==> src/rtl/uart_reg_responder_if.sv <==
// Handshake and register-bus bundle between the UART reader/writer pair,
// the register responder and the firmware control register file.
interface uart_reg_responder_if;
  logic       rx_valid;
  logic [7:0] rx_q;
  logic [7:0] tx_din;
  logic       tx_wr_en;
  logic       tx_busy;
  logic [7:0] reg_addr;
  logic [7:0] reg_wdata;
  logic       reg_we;
  logic       reg_re;
  logic [7:0] reg_rdata;
  logic       cmd_err;

  // Responder side: consumes rx bytes and read data, drives tx and bus strobes.
  modport master (
    input  rx_valid, rx_q, tx_busy, reg_rdata,
    output tx_din, tx_wr_en, reg_addr, reg_wdata, reg_we, reg_re, cmd_err
  );

  // Environment side: UART PHY pair plus register file.
  modport slave (
    output rx_valid, rx_q, tx_busy, reg_rdata,
    input  tx_din, tx_wr_en, reg_addr, reg_wdata, reg_we, reg_re, cmd_err
  );
endinterface

==> src/rtl/uart_reg_responder.sv <==
// UART register-access responder: decodes 0x57 addr data (write) and
// 0x52 addr (read) commands, performs one register access and returns a
// single response byte (ACK, read data or NAK).
module uart_reg_responder #(
  parameter int                     TIMEOUT_BIT = 24,
  parameter logic [TIMEOUT_BIT-1:0] TIMEOUT_CYC = 24'd5_000_000,
  parameter int                     RD_LAT      = 2
) (
  input logic                 CLK,
  input logic                 RST,
  uart_reg_responder_if.master bus
);

  localparam logic [7:0] CMD_WR   = 8'h57;
  localparam logic [7:0] CMD_RD   = 8'h52;
  localparam logic [7:0] RSP_ACK  = 8'h06;
  localparam logic [7:0] RSP_NAK  = 8'h15;
  localparam logic [2:0] RD_LAT_L = 3'(RD_LAT);
  localparam logic [TIMEOUT_BIT-1:0] TO_ONE = {{(TIMEOUT_BIT-1){1'b0}}, 1'b1};

  typedef enum logic [3:0] {
    IDLE       = 4'd0,
    GET_ADDR   = 4'd1,
    GET_DATA   = 4'd2,
    BUS_WR     = 4'd3,
    BUS_RD     = 4'd4,
    RD_WAIT    = 4'd5,
    TX_REQ     = 4'd6,
    TX_WAIT_HI = 4'd7,
    TX_WAIT_LO = 4'd8
  } state_t;

  state_t                 state_r, state_s;
  logic [7:0]             cmd_r, cmd_s;
  logic [7:0]             addr_r, addr_s;
  logic [7:0]             wdata_r, wdata_s;
  logic [7:0]             tx_din_r, tx_din_s;
  logic                   we_r, we_s;
  logic                   re_r, re_s;
  logic                   err_r, err_s;
  logic [2:0]             lat_r, lat_s;
  logic [2:0]             hi_r, hi_s;
  logic [TIMEOUT_BIT-1:0] to_r, to_s;
  logic                   tx_wr_en_s;

  // State and output registers; synchronous reset clears everything.
  always_ff @(posedge CLK) begin
    if (RST) begin
      state_r  <= IDLE;
      cmd_r    <= 8'h00;
      addr_r   <= 8'h00;
      wdata_r  <= 8'h00;
      tx_din_r <= 8'h00;
      we_r     <= 1'b0;
      re_r     <= 1'b0;
      err_r    <= 1'b0;
      lat_r    <= 3'd0;
      hi_r     <= 3'd0;
      to_r     <= '0;
    end else begin
      state_r  <= state_s;
      cmd_r    <= cmd_s;
      addr_r   <= addr_s;
      wdata_r  <= wdata_s;
      tx_din_r <= tx_din_s;
      we_r     <= we_s;
      re_r     <= re_s;
      err_r    <= err_s;
      lat_r    <= lat_s;
      hi_r     <= hi_s;
      to_r     <= to_s;
    end
  end

  // Next-state decode; strobes are set on the transition so they are high
  // exactly during the BUS_WR / BUS_RD cycle.
  always_comb begin
    state_s    = state_r;
    cmd_s      = cmd_r;
    addr_s     = addr_r;
    wdata_s    = wdata_r;
    tx_din_s   = tx_din_r;
    we_s       = 1'b0;
    re_s       = 1'b0;
    err_s      = 1'b0;
    lat_s      = lat_r;
    hi_s       = hi_r;
    to_s       = '0;
    tx_wr_en_s = 1'b0;
    case (state_r)
      IDLE: begin
        if (bus.rx_valid) begin
          cmd_s = bus.rx_q;
          if (bus.rx_q == CMD_WR || bus.rx_q == CMD_RD) begin
            state_s = GET_ADDR;
          end else begin
            tx_din_s = RSP_NAK;
            err_s    = 1'b1;
            state_s  = TX_REQ;
          end
        end else begin
          state_s = IDLE;
        end
      end
      GET_ADDR: begin
        // An arriving byte beats a simultaneous timeout terminal count.
        if (bus.rx_valid) begin
          addr_s = bus.rx_q;
          if (cmd_r == CMD_WR) begin
            state_s = GET_DATA;
          end else begin
            re_s    = 1'b1;
            state_s = BUS_RD;
          end
        end else if (to_r == TIMEOUT_CYC) begin
          err_s   = 1'b1;
          state_s = IDLE;
        end else begin
          to_s = to_r + TO_ONE;
        end
      end
      GET_DATA: begin
        if (bus.rx_valid) begin
          wdata_s = bus.rx_q;
          we_s    = 1'b1;
          state_s = BUS_WR;
        end else if (to_r == TIMEOUT_CYC) begin
          err_s   = 1'b1;
          state_s = IDLE;
        end else begin
          to_s = to_r + TO_ONE;
        end
      end
      BUS_WR: begin
        tx_din_s = RSP_ACK;
        state_s  = TX_REQ;
      end
      BUS_RD: begin
        lat_s   = RD_LAT_L;
        state_s = RD_WAIT;
      end
      RD_WAIT: begin
        // Counter value 1 here is the cycle RD_LAT after reg_re.
        if (lat_r <= 3'd1) begin
          lat_s    = 3'd0;
          tx_din_s = bus.reg_rdata;
          state_s  = TX_REQ;
        end else begin
          lat_s = lat_r - 3'd1;
        end
      end
      TX_REQ: begin
        if (!bus.tx_busy) begin
          tx_wr_en_s = 1'b1;
          hi_s       = 3'd0;
          state_s    = TX_WAIT_HI;
        end else begin
          state_s = TX_REQ;
        end
      end
      TX_WAIT_HI: begin
        if (bus.tx_busy) begin
          state_s = TX_WAIT_LO;
        end else if (hi_r == 3'd3) begin
          state_s = TX_WAIT_LO;
        end else begin
          hi_s = hi_r + 3'd1;
        end
      end
      TX_WAIT_LO: begin
        if (!bus.tx_busy) begin
          state_s = IDLE;
        end else begin
          state_s = TX_WAIT_LO;
        end
      end
      default: begin
        state_s = IDLE;
      end
    endcase
  end

  // The write strobe is gated by the live busy input so it can never
  // coincide with tx_busy; every other output comes straight from a register.
  assign bus.tx_din    = tx_din_r;
  assign bus.tx_wr_en  = tx_wr_en_s;
  assign bus.reg_addr  = addr_r;
  assign bus.reg_wdata = wdata_r;
  assign bus.reg_we    = we_r;
  assign bus.reg_re    = re_r;
  assign bus.cmd_err   = err_r;

endmodule

==> src/flat_wrapper.sv <==
// flat-port wrapper written by rule: the top's interface ports become plain ports
module uart_reg_responder_flat 
#(
  parameter int                     TIMEOUT_BIT = 24,
  parameter logic [TIMEOUT_BIT-1:0] TIMEOUT_CYC = 24'd5_000_000,
  parameter int                     RD_LAT      = 2
)
  (CLK, RST, bus_rx_valid, bus_rx_q, bus_tx_busy, bus_reg_rdata, bus_tx_din, bus_tx_wr_en, bus_reg_addr, bus_reg_wdata, bus_reg_we, bus_reg_re, bus_cmd_err);
  uart_reg_responder_if bus_i ();
  input logic CLK;
  input logic RST;
  input wire logic [$bits(bus_i.rx_valid)-1:0] bus_rx_valid;
  input wire logic [$bits(bus_i.rx_q)-1:0] bus_rx_q;
  input wire logic [$bits(bus_i.tx_busy)-1:0] bus_tx_busy;
  input wire logic [$bits(bus_i.reg_rdata)-1:0] bus_reg_rdata;
  output wire logic [$bits(bus_i.tx_din)-1:0] bus_tx_din;
  output wire logic [$bits(bus_i.tx_wr_en)-1:0] bus_tx_wr_en;
  output wire logic [$bits(bus_i.reg_addr)-1:0] bus_reg_addr;
  output wire logic [$bits(bus_i.reg_wdata)-1:0] bus_reg_wdata;
  output wire logic [$bits(bus_i.reg_we)-1:0] bus_reg_we;
  output wire logic [$bits(bus_i.reg_re)-1:0] bus_reg_re;
  output wire logic [$bits(bus_i.cmd_err)-1:0] bus_cmd_err;
  assign bus_i.rx_valid = bus_rx_valid;
  assign bus_i.rx_q = bus_rx_q;
  assign bus_i.tx_busy = bus_tx_busy;
  assign bus_i.reg_rdata = bus_reg_rdata;
  assign bus_tx_din = bus_i.tx_din;
  assign bus_tx_wr_en = bus_i.tx_wr_en;
  assign bus_reg_addr = bus_i.reg_addr;
  assign bus_reg_wdata = bus_i.reg_wdata;
  assign bus_reg_we = bus_i.reg_we;
  assign bus_reg_re = bus_i.reg_re;
  assign bus_cmd_err = bus_i.cmd_err;
  uart_reg_responder #(.TIMEOUT_BIT(TIMEOUT_BIT), .TIMEOUT_CYC(TIMEOUT_CYC), .RD_LAT(RD_LAT)) u_core (.CLK(CLK), .RST(RST), .bus(bus_i));
endmodule
==> config.mk <==
export PLATFORM = sky130hd
export DESIGN_NAME = uart_reg_responder_flat
export DESIGN_NICKNAME = d
export VERILOG_FILES = /design/src/rtl/uart_reg_responder_if.sv /design/src/rtl/uart_reg_responder.sv /design/src/flat_wrapper.sv
export SDC_FILE = /design/constraint.sdc
export NUM_CORES = 1
export LEC_CHECK = 0
export ABC_AREA = 1
export ABC_CLOCK_PERIOD_IN_PS = 4100
export CORE_MARGIN = 1
export CORE_UTILIZATION = 52
export CTS_CLUSTER_DIAMETER = 60
export DETAILED_ROUTE_END_ITERATION = 12
export PLACE_DENSITY = 0.77
export SLEW_MARGIN = 20
export SYNTH_ARGS = -nofsm -noshare
export SYNTH_HDL_FRONTEND = slang
export SYNTH_SLANG_ARGS = --single-unit
export TNS_END_PERCENT = 100
==> constraint.sdc <==
create_clock -name CLK -period 4.1 [get_ports CLK]
set_input_delay 0.82 -clock CLK [delete_from_list [all_inputs] [get_ports CLK]]
set_output_delay 0.82 -clock CLK [all_outputs]
set_load 0.01 [all_outputs]
==> metrics.yaml <==
status: "completed"
viasPerCell: 5.050
drt_first_iter_violations: 91
grt_overflow: 0
cts_htree_levels: 3
crit_path_start_kind: "input port"
area_growth_pct: 23.58
ys_seq_area_share_pct: 43.46
hold_depth: 2
dpl_cell_area_mm2: 0.003689
antenna_found_initial: 0
grt_use_total_pct: 22.81
fin_area_mm2: 0.003928
timing.rr.end: "u_core.bus.tx_din[5]$_SDFFE_PP0P_"
synth.top_cell.area_share_pct: 43.46
max_cap_violations: 0
avgSynthCellArea_um2: 7.340
drive_above_1_share_pct: 8.624
finalSetupViolCount: 0
critPathTopFamily: "buffers and inverters"
power_mw: 2.064
die_h_um: 80.18
ioPinCount: 48
power.net_switching_uw: 650.4
drt_first_pass_iters: 4
fill_cells: 541
core_area_mm2: 0.005921
fmax_mhz: 351.8
total_leakage_power_nw: 1.525
synth_area_leaders: "dfxtp_1 43%, nor2_1 8.5%, nand2_1 7.9%"
synth_nets: 459
worst_pin_slew_ns: 0.8432
grt_max_degree: 35
cts_setup_buffers: 0
yosys_warnings: 0
switching_share_pct: 31.51
slowest_stage: "clkdlybuf4s50_1"
grt_pass1_vias: 2632
die_w_um: 80.18
cts_buffer_depth: 2
rsz0062_at_grt: "false"
synth_top_cell_by_area: "dfxtp_1"
crit_required_ns: 3.28
path_buf_inv: 4
reg2reg_from: "u_core.state_r[1]$_SDFFE_PP0P_"
worstSetupPathType: "input port to output port"
synth_commonest_cells: "72 x nor2_1, 69 x dfxtp_1, 67 x nand2_1"
nets: 508
start_util_pct: 53.68
hold_viol: 0
hp-class: "register to register"
port_buffers: 47
async_flop_share_pct: 0
pwr-share-seq_pct: 40.3
endpoint_kind: "output port"
cts.reportedPaths.clkPinSlew_ns: 0.07
synth_cells: 433
rr_worst_depth: 9
cts.sinks: 69
drc: 0
via_count: 2838
antenna_cells: 0
synth.most_common_cell: "nor2_1"
p_int_mw: 1.413
synth-seq-cells: 69
min_to: "u_core.cmd_r[2]$_SDFFE_PP0P_"
synth_enable_flop_cells: 0
ys.flop_type: "dfxtp_1"
comb_power_share_pct: 28.0
clock_power_share_pct: 31.7
vdd_drop_max_mv: 0.4065
hpwl_um: 4894
min_period_over_period_pct: 69.33
cts-root-buf: "clkbuf_8"
drt_wl_total_um: 6782
place_congestion: 0.8135
ctsHoldBuffers: 0
fin_setup_tns_ns: 0
routedWlPerCell_um: 12.07
post_cts_resized: 0
hold_start: "u_core.cmd_r[2]$_SDFFE_PP0P_"
dieArea_mm2: 0.006428
max_stage_delay_ns: 0.53
syn-cell-area_mm2: 0.003178
rows: 28
finClkSkew_ns: 0.01023
cp_cell_sequence: "clkdlybuf4s50_1, inv_1, nand2_1, inv_1, clkdlybuf4s50_1"
period_minus_slack_ns: 2.843
holdWs_ns: 0.4661
ys_types: 40
ant_nets: 0
insertion_delay_ns: 0.35
cts_tree: "yes"
grt_pass1_wl_um: 11320
crit_path_max_fanout: 3
p_per_area_mw_per_mm2: 525.5
cts_buffers: 9
final_core_utilization_pct: 66.34
maxSlewHeadroom_pct: 43.72
slew_violations: 0
ff2ff_setup_slack_ns: 2.04
arrival_ns: 2.02
## placed cells by master, fill, tap and decap left out, drive strengths merged, types with 4 or more instances in the layout
| cell type | instances |
|---|---|
| nor2 | 80 |
| clkbuf | 10 |
| xor2 | 4 |
| nand2 | 71 |
| nand4 | 5 |
| a21oi | 40 |
| clkdlybuf4s50 | 47 |
| inv | 59 |
| o21ai | 37 |
| ha | 6 |
| nand3 | 20 |
| dfxtp | 69 |
| nor3 | 13 |
## cells by family (layout without fill, tap and decap cells)
| family | after synthesis | after routing | share of synthesized area (%) |
|---|---|---|---|
| adder cells (fa/ha/maj) | 6 | 6 | 2.362 |
| XOR/XNOR | 7 | 7 | 1.929 |
| AND/OR/NAND/NOR | 196 | 196 | 28.74 |
| AO/OA/AOI/OAI | 87 | 87 | 14.69 |
| flip-flops | 69 | 69 | 43.46 |
| buffers and inverters | 68 | 122 | 8.818 |
## tightest hold or removal path: stages, from the launching register on
cell     delay [ns]
dfxtp_1        0.30
inv_1          0.06
a21oi_1        0.06
## power by group through the flow
| stage | Clock [mW] | Sequential, mW | Combinational, mW |
|---|---|---|---|
| after floorplan | 0 | 0.863 | 0.358 |
| after global placement | 0 | 0.844 | 0.563 |
| after detailed placement | 0 | 0.845 | 0.571 |
| after CTS | 0.670 | 0.831 | 0.576 |
| after global routing | 0.696 | 0.843 | 0.645 |
| final | 0.655 | 0.832 | 0.577 |
## worst max path at each step
stage	cells after the start	from	slack (ns)	end
final	5	bus_tx_busy	1.26	bus_tx_wr_en
after global routing	5	bus_tx_busy	1.15	bus_tx_wr_en
after CTS	5	bus_tx_busy	1.25	bus_tx_wr_en
after detailed placement	9	bus_rx_valid	1.23	u_core.bus.tx_din[5]$_SDFFE_PP0P_
after global placement	5	bus_tx_busy	1.26	bus_tx_wr_en
after floorplan	3	bus_tx_busy	2.24	bus_tx_wr_en
## per-stage QoR
stage	setup slack, ns	cells
floorplan	2.244	433
global placement	1.257	546
detailed placement	1.235	546
CTS	1.248	562
global route	1.153	562
finish	1.257	562
## flip-flops by register name, summed over array words and instances (netlist names)
register and flops:
u_core.bus.tx_din 8, u_core.to_r 24, u_core.bus.cmd_err 1, u_core.bus.reg_re 1
u_core.bus.reg_we 1, u_core.hi_r 3, u_core.bus.reg_addr 8, u_core.bus.reg_wdata 8
u_core.state_r 4, u_core.cmd_r 8, u_core.lat_r 3
## per-layer routing
layer	global-route usage (%)	routed length, µm	vias to the layer above
met2	38.63	3224	46
li1	-	-	1491
met4	8.214	66	0
met5	0	0	-
met3	6.932	277	7
met1	27.13	3213	1294
## final cells by class
cell class / instances / area (µm²) / share of cell area, %
Clock inverter: 6 / 111.4 / 2.835
Clock buffer: 10 / 127.6 / 3.249
Multi-Input combinational cell: 296 / 1516 / 38.61
Timing Repair Buffer: 47 / 470.5 / 11.98
Inverter: 59 / 226.5 / 5.766
Sequential cell: 69 / 1381 / 35.17
Tap cell: 75 / 93.84 / 2.389
(Power assumes the default switching activity.)
